--- config.mk ---
export PLATFORM = sky130hd
export DESIGN_NAME = grid_scan
export DESIGN_NICKNAME = d
export VERILOG_FILES = /design/src/rtl/grid_pkg.sv /design/src/rtl/scan_timer.sv /design/src/rtl/grid_scan.sv
export SDC_FILE = /design/constraint.sdc
export NUM_CORES = 1
export LEC_CHECK = 0
export ABC_AREA = 1
export CAP_MARGIN = 20
export CELL_PAD_IN_SITES_DETAIL_PLACEMENT = 1
export CELL_PAD_IN_SITES_GLOBAL_PLACEMENT = 1
export CORE_ASPECT_RATIO = 1.4
export CORE_UTILIZATION = 42
export CTS_CLUSTER_DIAMETER = 200
export DETAILED_ROUTE_END_ITERATION = 6
export PLACE_DENSITY = 0.85
export SYNTH_ARGS = -nofsm -noshare
export SYNTH_HDL_FRONTEND = slang
export SYNTH_SLANG_ARGS = --single-unit
--- constraint.sdc ---
create_clock -name clk -period 7.3 [get_ports clk]
set_input_delay 0.73 -clock clk [delete_from_list [all_inputs] [get_ports clk]]
set_output_delay 0.73 -clock clk [all_outputs]
set_load 0.05 [all_outputs]
--- src/rtl/grid_pkg.sv ---
// Shared constants and types for the 8x8 grid row scanner.
package grid_pkg;

  localparam int GRID_N = 8;
  localparam int ROW_W  = $clog2(GRID_N);

  typedef logic [GRID_N-1:0]        row_t;
  typedef logic [GRID_N*GRID_N-1:0] grid_t;

  typedef enum logic [1:0] {
    ST_IDLE  = 2'd0,
    ST_SCAN  = 2'd1,
    ST_BLANK = 2'd2
  } state_t;

  // Row r of a grid occupies bits [8r+7:8r]; column c is bit c of that row.
  function automatic row_t grid_row(input grid_t g, input logic [ROW_W-1:0] r);
    return g[int'(r)*GRID_N +: GRID_N];
  endfunction

endpackage

--- src/rtl/scan_timer.sv ---
// Dwell/row counter pair for the row scanner: counts DWELL cycles per row,
// advances the row on each blank and flags end-of-dwell / end-of-frame.
module scan_timer
  import grid_pkg::*;
#(
  parameter int DWELL = 4
) (
  input  logic             clk,
  input  logic             reset,
  input  logic             i_scan,
  input  logic             i_blank,
  output logic [ROW_W-1:0] o_row_next,
  output logic             o_end_dwell,
  output logic             o_end_frame
);

  localparam logic [7:0]       DWELL_LAST = 8'(DWELL - 1);
  localparam logic [ROW_W-1:0] ROW_LAST   = ROW_W'(GRID_N - 1);

  logic [7:0]       r_dwell;
  logic [7:0]       w_dwell_next;
  logic [ROW_W-1:0] r_row;
  logic [ROW_W-1:0] w_row_next;

  // Outside SCAN/BLANK both counters sit at zero so a fresh scan starts at row 0.
  always_comb begin
    w_dwell_next = '0;
    w_row_next   = '0;
    if (i_scan) begin
      w_row_next = r_row;
      if (r_dwell != DWELL_LAST) begin
        w_dwell_next = r_dwell + 8'd1;
      end
    end else if (i_blank) begin
      w_row_next = r_row + ROW_W'(1);
    end
  end

  always_ff @(posedge clk or posedge reset) begin
    if (reset) begin
      r_dwell <= '0;
      r_row   <= '0;
    end else begin
      r_dwell <= w_dwell_next;
      r_row   <= w_row_next;
    end
  end

  assign o_row_next  = w_row_next;
  assign o_end_dwell = i_scan && (r_dwell == DWELL_LAST);
  assign o_end_frame = i_blank && (r_row == ROW_LAST);

endmodule

--- src/rtl/grid_scan.sv ---
// Double-buffered 8x8 grid row scanner: one row per dwell period with a blank
// between rows; a newly offered grid is swapped in only at a frame boundary.
module grid_scan
  import grid_pkg::*;
#(
  parameter int DWELL = 4
) (
  input  logic        clk,
  input  logic        reset,
  input  logic [63:0] grid_in,
  input  logic        grid_valid,
  output logic        ready,
  output logic [7:0]  row_sel,
  output logic [7:0]  col_data,
  output logic        frame_done,
  output logic [15:0] gen_count,
  output logic        stable,
  output logic        extinct
);

  state_t           r_state;
  state_t           w_state_next;
  grid_t            r_active;
  grid_t            r_pending;
  grid_t            w_active_next;
  logic             r_pend_valid;
  row_t             r_row_sel;
  row_t             w_row_sel_next;
  row_t             r_col_data;
  row_t             w_col_data_next;
  logic             r_frame_done;
  logic             w_frame_done_next;
  logic [15:0]      r_gen_count;
  logic             r_stable;
  logic             r_extinct;
  logic             w_ready;
  logic             w_xfer;
  logic             w_load_idle;
  logic             w_swap;
  logic [ROW_W-1:0] w_row_next;
  logic             w_end_dwell;
  logic             w_end_frame;

  assign w_ready     = (r_state == ST_IDLE) || !r_pend_valid;
  assign w_xfer      = grid_valid && w_ready;
  assign w_load_idle = w_xfer && (r_state == ST_IDLE);
  assign w_swap      = w_end_frame && r_pend_valid;

  scan_timer #(
    .DWELL(DWELL)
  ) u_timer (
    .clk        (clk),
    .reset      (reset),
    .i_scan     (r_state == ST_SCAN),
    .i_blank    (r_state == ST_BLANK),
    .o_row_next (w_row_next),
    .o_end_dwell(w_end_dwell),
    .o_end_frame(w_end_frame)
  );

  always_comb begin
    w_state_next = r_state;
    case (r_state)
      ST_IDLE:  if (w_xfer) w_state_next = ST_SCAN;
      ST_SCAN:  if (w_end_dwell) w_state_next = ST_BLANK;
      ST_BLANK: w_state_next = ST_SCAN;
      default:  w_state_next = ST_IDLE;
    endcase
  end

  // Outputs are computed from next-state values so the registered strobes line
  // up with the state they describe rather than trailing it by a cycle.
  always_comb begin
    w_active_next = r_active;
    if (w_load_idle) begin
      w_active_next = grid_in;
    end else if (w_swap) begin
      w_active_next = r_pending;
    end

    w_row_sel_next    = '0;
    w_col_data_next   = '0;
    w_frame_done_next = (w_state_next == ST_BLANK) && (w_row_next == ROW_W'(GRID_N - 1));
    if (w_state_next == ST_SCAN) begin
      w_row_sel_next  = row_t'(1) << w_row_next;
      w_col_data_next = grid_row(w_active_next, w_row_next);
    end
  end

  always_ff @(posedge clk or posedge reset) begin
    if (reset) begin
      r_state      <= ST_IDLE;
      r_active     <= '0;
      r_pending    <= '0;
      r_pend_valid <= 1'b0;
      r_row_sel    <= '0;
      r_col_data   <= '0;
      r_frame_done <= 1'b0;
      r_gen_count  <= '0;
      r_stable     <= 1'b0;
      r_extinct    <= 1'b0;
    end else begin
      r_state      <= w_state_next;
      r_active     <= w_active_next;
      r_row_sel    <= w_row_sel_next;
      r_col_data   <= w_col_data_next;
      r_frame_done <= w_frame_done_next;

      // A swap needs pending-valid, which holds ready low, so it never
      // coincides with a transfer into the pending buffer.
      if (w_xfer && (r_state != ST_IDLE)) begin
        r_pending    <= grid_in;
        r_pend_valid <= 1'b1;
      end else if (w_swap) begin
        r_pend_valid <= 1'b0;
      end

      if (w_xfer && (r_gen_count != 16'hFFFF)) begin
        r_gen_count <= r_gen_count + 16'd1;
      end

      if (w_load_idle) begin
        r_stable  <= 1'b0;
        r_extinct <= (grid_in == '0);
      end else if (w_swap) begin
        r_stable  <= (r_pending == r_active);
        r_extinct <= (r_pending == '0);
      end
    end
  end

  assign ready      = w_ready;
  assign row_sel    = r_row_sel;
  assign col_data   = r_col_data;
  assign frame_done = r_frame_done;
  assign gen_count  = r_gen_count;
  assign stable     = r_stable;
  assign extinct    = r_extinct;

endmodule

==> run_results.csv <==
group,metric,value,unit
global_route,grt_pass1_vias,9454,
logic_synthesis,synthMuxAreaShare,0.4713,%
clocking,path_clk_slew,0.08,ns
timing,setup_viol,0,
placement,dp_hpwl,24.59,mm
floorplanning,die_area,0.02337,mm^2
setup_path,worstPathRequired,7.69,ns
clocking,htree_levels,4,
logic_synthesis,synth_xor_area_share,4.766,%
power,power.density,218.6,mW/mm^2
drt,vias,8971,
clocking,post_cts_buffers,0,
setup_path,arrival,3.73,ns
clocking,insertion_delay,0.45,ns
drt,post_drt_wl_per_cell,20.58,um
floorplanning,initial_core_util,43.24,%
drt,drt_wl_total,33.88,mm
timing,final_max_slew_viol_count,0,
logic_synthesis,ys_ff_latch,177,
outcome,outcome,"completed",
setup_path,crit_path_max_fanout,75,
setup_path,critical_path_class,"in2reg",
floorplanning,core_area,0.02210,mm^2
setup_path,worst_path_max_delay_cell,"buf_4",
power,power,0.002488,W
layout,fin_util,51.49,%
logic_synthesis,syn_area_per_cell,7.621,um^2
logic_synthesis,yosys.cell_types.count,38,
power,vdd_drop_max,0.1693,mV
clocking,cts_buffers,17,
timing,min_period,3.341,ns
clocking,cts_root_buf,"clkbuf_16",
layout,insertedDiodeCount,0,
logic_synthesis,synth_fa_ha_area_share,0.5237,%
timing,tightest_slew,0.9686,ns
timing,skew,0.01213,ns
placement,place_congestion,0.9192,
logic_synthesis,synthSimpleGateAreaFrac,25.60,%
logic_synthesis,synth_top_family_by_area,"simple AND/OR/NAND/NOR gates",
drt,drc_errors,0,
logic_synthesis,syn_nets,1325,
placement,place_ws,3.614,ns
floorplanning,die-width,129.5,um
setup_path,end_kind,"register",
flow_run,drv_cap,0,
drt,drt_iter0_drc,652,
clocking,cts.path.max_buffers,2,
clocking,cts_resized,0,
layout,nNetsFinal,1407,
floorplanning,die_h,180.5,um
logic_synthesis,syn-instance-count,1254,
drt,drt_first_pass_iters,5,
logic_synthesis,synth_compound_area_share,12.45,%
logic_synthesis,synth_area,0.009557,mm^2
drt,route.antenna.remaining_nets,0,
timing,rsz0062_at_grt,"no",
floorplanning,pin_count,103,
timing,fin_crit_sh,45.77,%
clocking,cts_tree,"yes",
global_route,grt_pass1_wl,53.31,mm
drt,viasPerCell,5.450,
global_route,grt_antenna_before_repair,0,
clocking,cts.sink_count,177,
global_route,grt_usage,30.60,%
layout,drive_above_1_share,5.337,%
timing,fmax,299.3,MHz
clocking,ctsHoldBuffers,0,
timing,max_slew_margin,35.43,%
floorplanning,num_rows,64,
power,leakage,5.578,nW
setup_path,slowest_delay,0.64,ns
logic_synthesis,seq_area_frac_synth,46.35,%
logic_synthesis,ys_warn_count,0,
setup_path,worst-path-buf-inv,4,
hold_path,hp-class,"reg2reg",
placement,io_buffer_count,102,
setup_path,start_kind,"input port",
layout,area_growth_syn_to_layout,19.09,%
global_route,grt_max_degree,102,
setup_path,crit_path_frequent_cell,"nand2_1",
layout,fill_cells,2779,
setup_path,path_delay_family,"buffers and inverters",
timing,fin_ws,3.959,ns
setup_path,crit_chain,"clkdlybuf4s50_1, nand3_2, buf_4, inv_2, buf_4, a21oi_1, o21ai_0, nand3_1, nand2_1, nor2_1, nand2_1, nand2_1",
timing,tns,0,ns
timing,hold_viol_final,0,
global_route,grt_remaining_overflow,0,
[stage by stage]
step,cells,hold WS [ns],area [um^2]
2_1_floorplan,1254,0.4329,9557
3_3_place_gp,1613,0.4509,10760
3_5_place_dp,1613,0.4843,10760
4_1_cts,1645,0.4951,11350
5_1_grt,1646,0.5125,11380
6_report,1646,0.4949,11380
[worst reg2reg max path, stage by stage (launching register included)]
cell	delay [ns]
dfrtp_1	0.47
inv_2	0.13
nand3_2	0.09
buf_4	0.64
inv_2	0.57
buf_4	0.44
a21oi_1	0.18
o21ai_0	0.16
nand3_1	0.14
nand2_1	0.06
nor2_1	0.13
nand2_1	0.07
nand2_1	0.07
[routing by layer]
metal	vias up	track usage, %	share of wire, %
met4	0	19.67	6.5
met1	4408	35.77	39
met2	286	51.33	50
li1	4168	-	-
met5	-	0	0
met3	109	5.137	4.5
[final cells by class]
cell class	instances	area, um^2	area share (%)
multi-input combinational	847	4194	36.85
inverter	185	703.2	6.179
clock buffer	17	425.4	3.738
sequential	177	4429	38.92
timing repair buffer	108	1086	9.543
tap	297	371.6	3.265
clock inverter	15	171.4	1.506
[power breakdown]
| part | switching (W) | leakage (nW) | internal, W | total [W] |
|---|---|---|---|---|
| combinational | 0.000230 | 2.97 | 0.000144 | 0.000374 |
| clock | 0.000436 | 0.297 | 0.000516 | 0.000952 |
| sequential | 0.000104 | 2.31 | 0.00106 | 0.00116 |
[layout by cell type, fill, tap and decap left out, drive strengths merged, types with 2 or more instances in the layout]
cell type,n
clkinv,6
nor4,7
nor3b,3
clkdlybuf4s50,102
nand3,69
a31oi,2
nand3b,3
bufinv,2
o211ai,21
nand2,312
xnor2,37
o21ai,133
o22ai,18
mux2,4
inv,192
a21oi,42
nor3,11
xor2,15
dfrtp,177
clkbuf,17
nand4,31
ha,4
buf,6
or2,3
nor2,131
[cells in the mapped netlist (all sizes together)]
cell	number	share of area, %
o22ai	18	1.2
dfrtp	177	46
xor2	15	1.4
o21ai	133	7.0
ha	4	0.52
nand3	69	3.7
clkbuf	10	0.39
nand2	312	13
nand3b	3	0.24
nand2b	1	0.066
nor2	131	5.4
nor3	11	0.58
nor3b	3	0.24
nand4	31	2.2
buf	35	2.1
a21oi	42	2.4
or2	3	0.20
a31oi	2	0.13
inv	184	7.3
clkinv	1	0.052
mux2	4	0.47
nor4	7	0.46
xnor2	37	3.4
o211ai	21	1.8
[registers in the layout (all words and copies together) (netlist names)]
name / flops
r_active: 64
frame_done: 1
row_sel: 8
r_pending: 64
u_timer.r_dwell: 8
stable: 1
gen_count: 16
u_timer.r_row: 3
r_state: 2
extinct: 1
col_data: 8
r_pend_valid: 1
[cells by family (layout without fill, tap and decap cells)]
logic type / after synthesis / in the layout
XOR/XNOR: 52 / 52
flip-flops: 177 / 177
buffers and inverters: 230 / 325
multiplexers: 4 / 4
AO/OA/AOI/OAI: 216 / 216
adder cells (fa/ha/maj): 4 / 4
AND/OR/NAND/NOR: 571 / 571
[final timing paths]
check,from,end,slack [ns],depth (start not counted)
hold / removal,u_timer.r_dwell[0]$_DFF_PP0_,u_timer.r_dwell[0]$_DFF_PP0_,0.49,1
hold reg to reg,u_timer.r_dwell[0]$_DFF_PP0_,u_timer.r_dwell[0]$_DFF_PP0_,0.49,1
min in group asynchronous,reset,r_pending[33]$_DFFE_PP0P_,0.84,2
setup reg to reg,r_state[0]$_DFF_PP0_,col_data[1]$_DFF_PP0_,4.12,12
max in group asynchronous,reset,r_active[17]$_DFF_PP0_,5.17,4
setup / recovery,grid_valid,col_data[1]$_DFF_PP0_,3.96,12
Power figures use the tool's default switching activity.
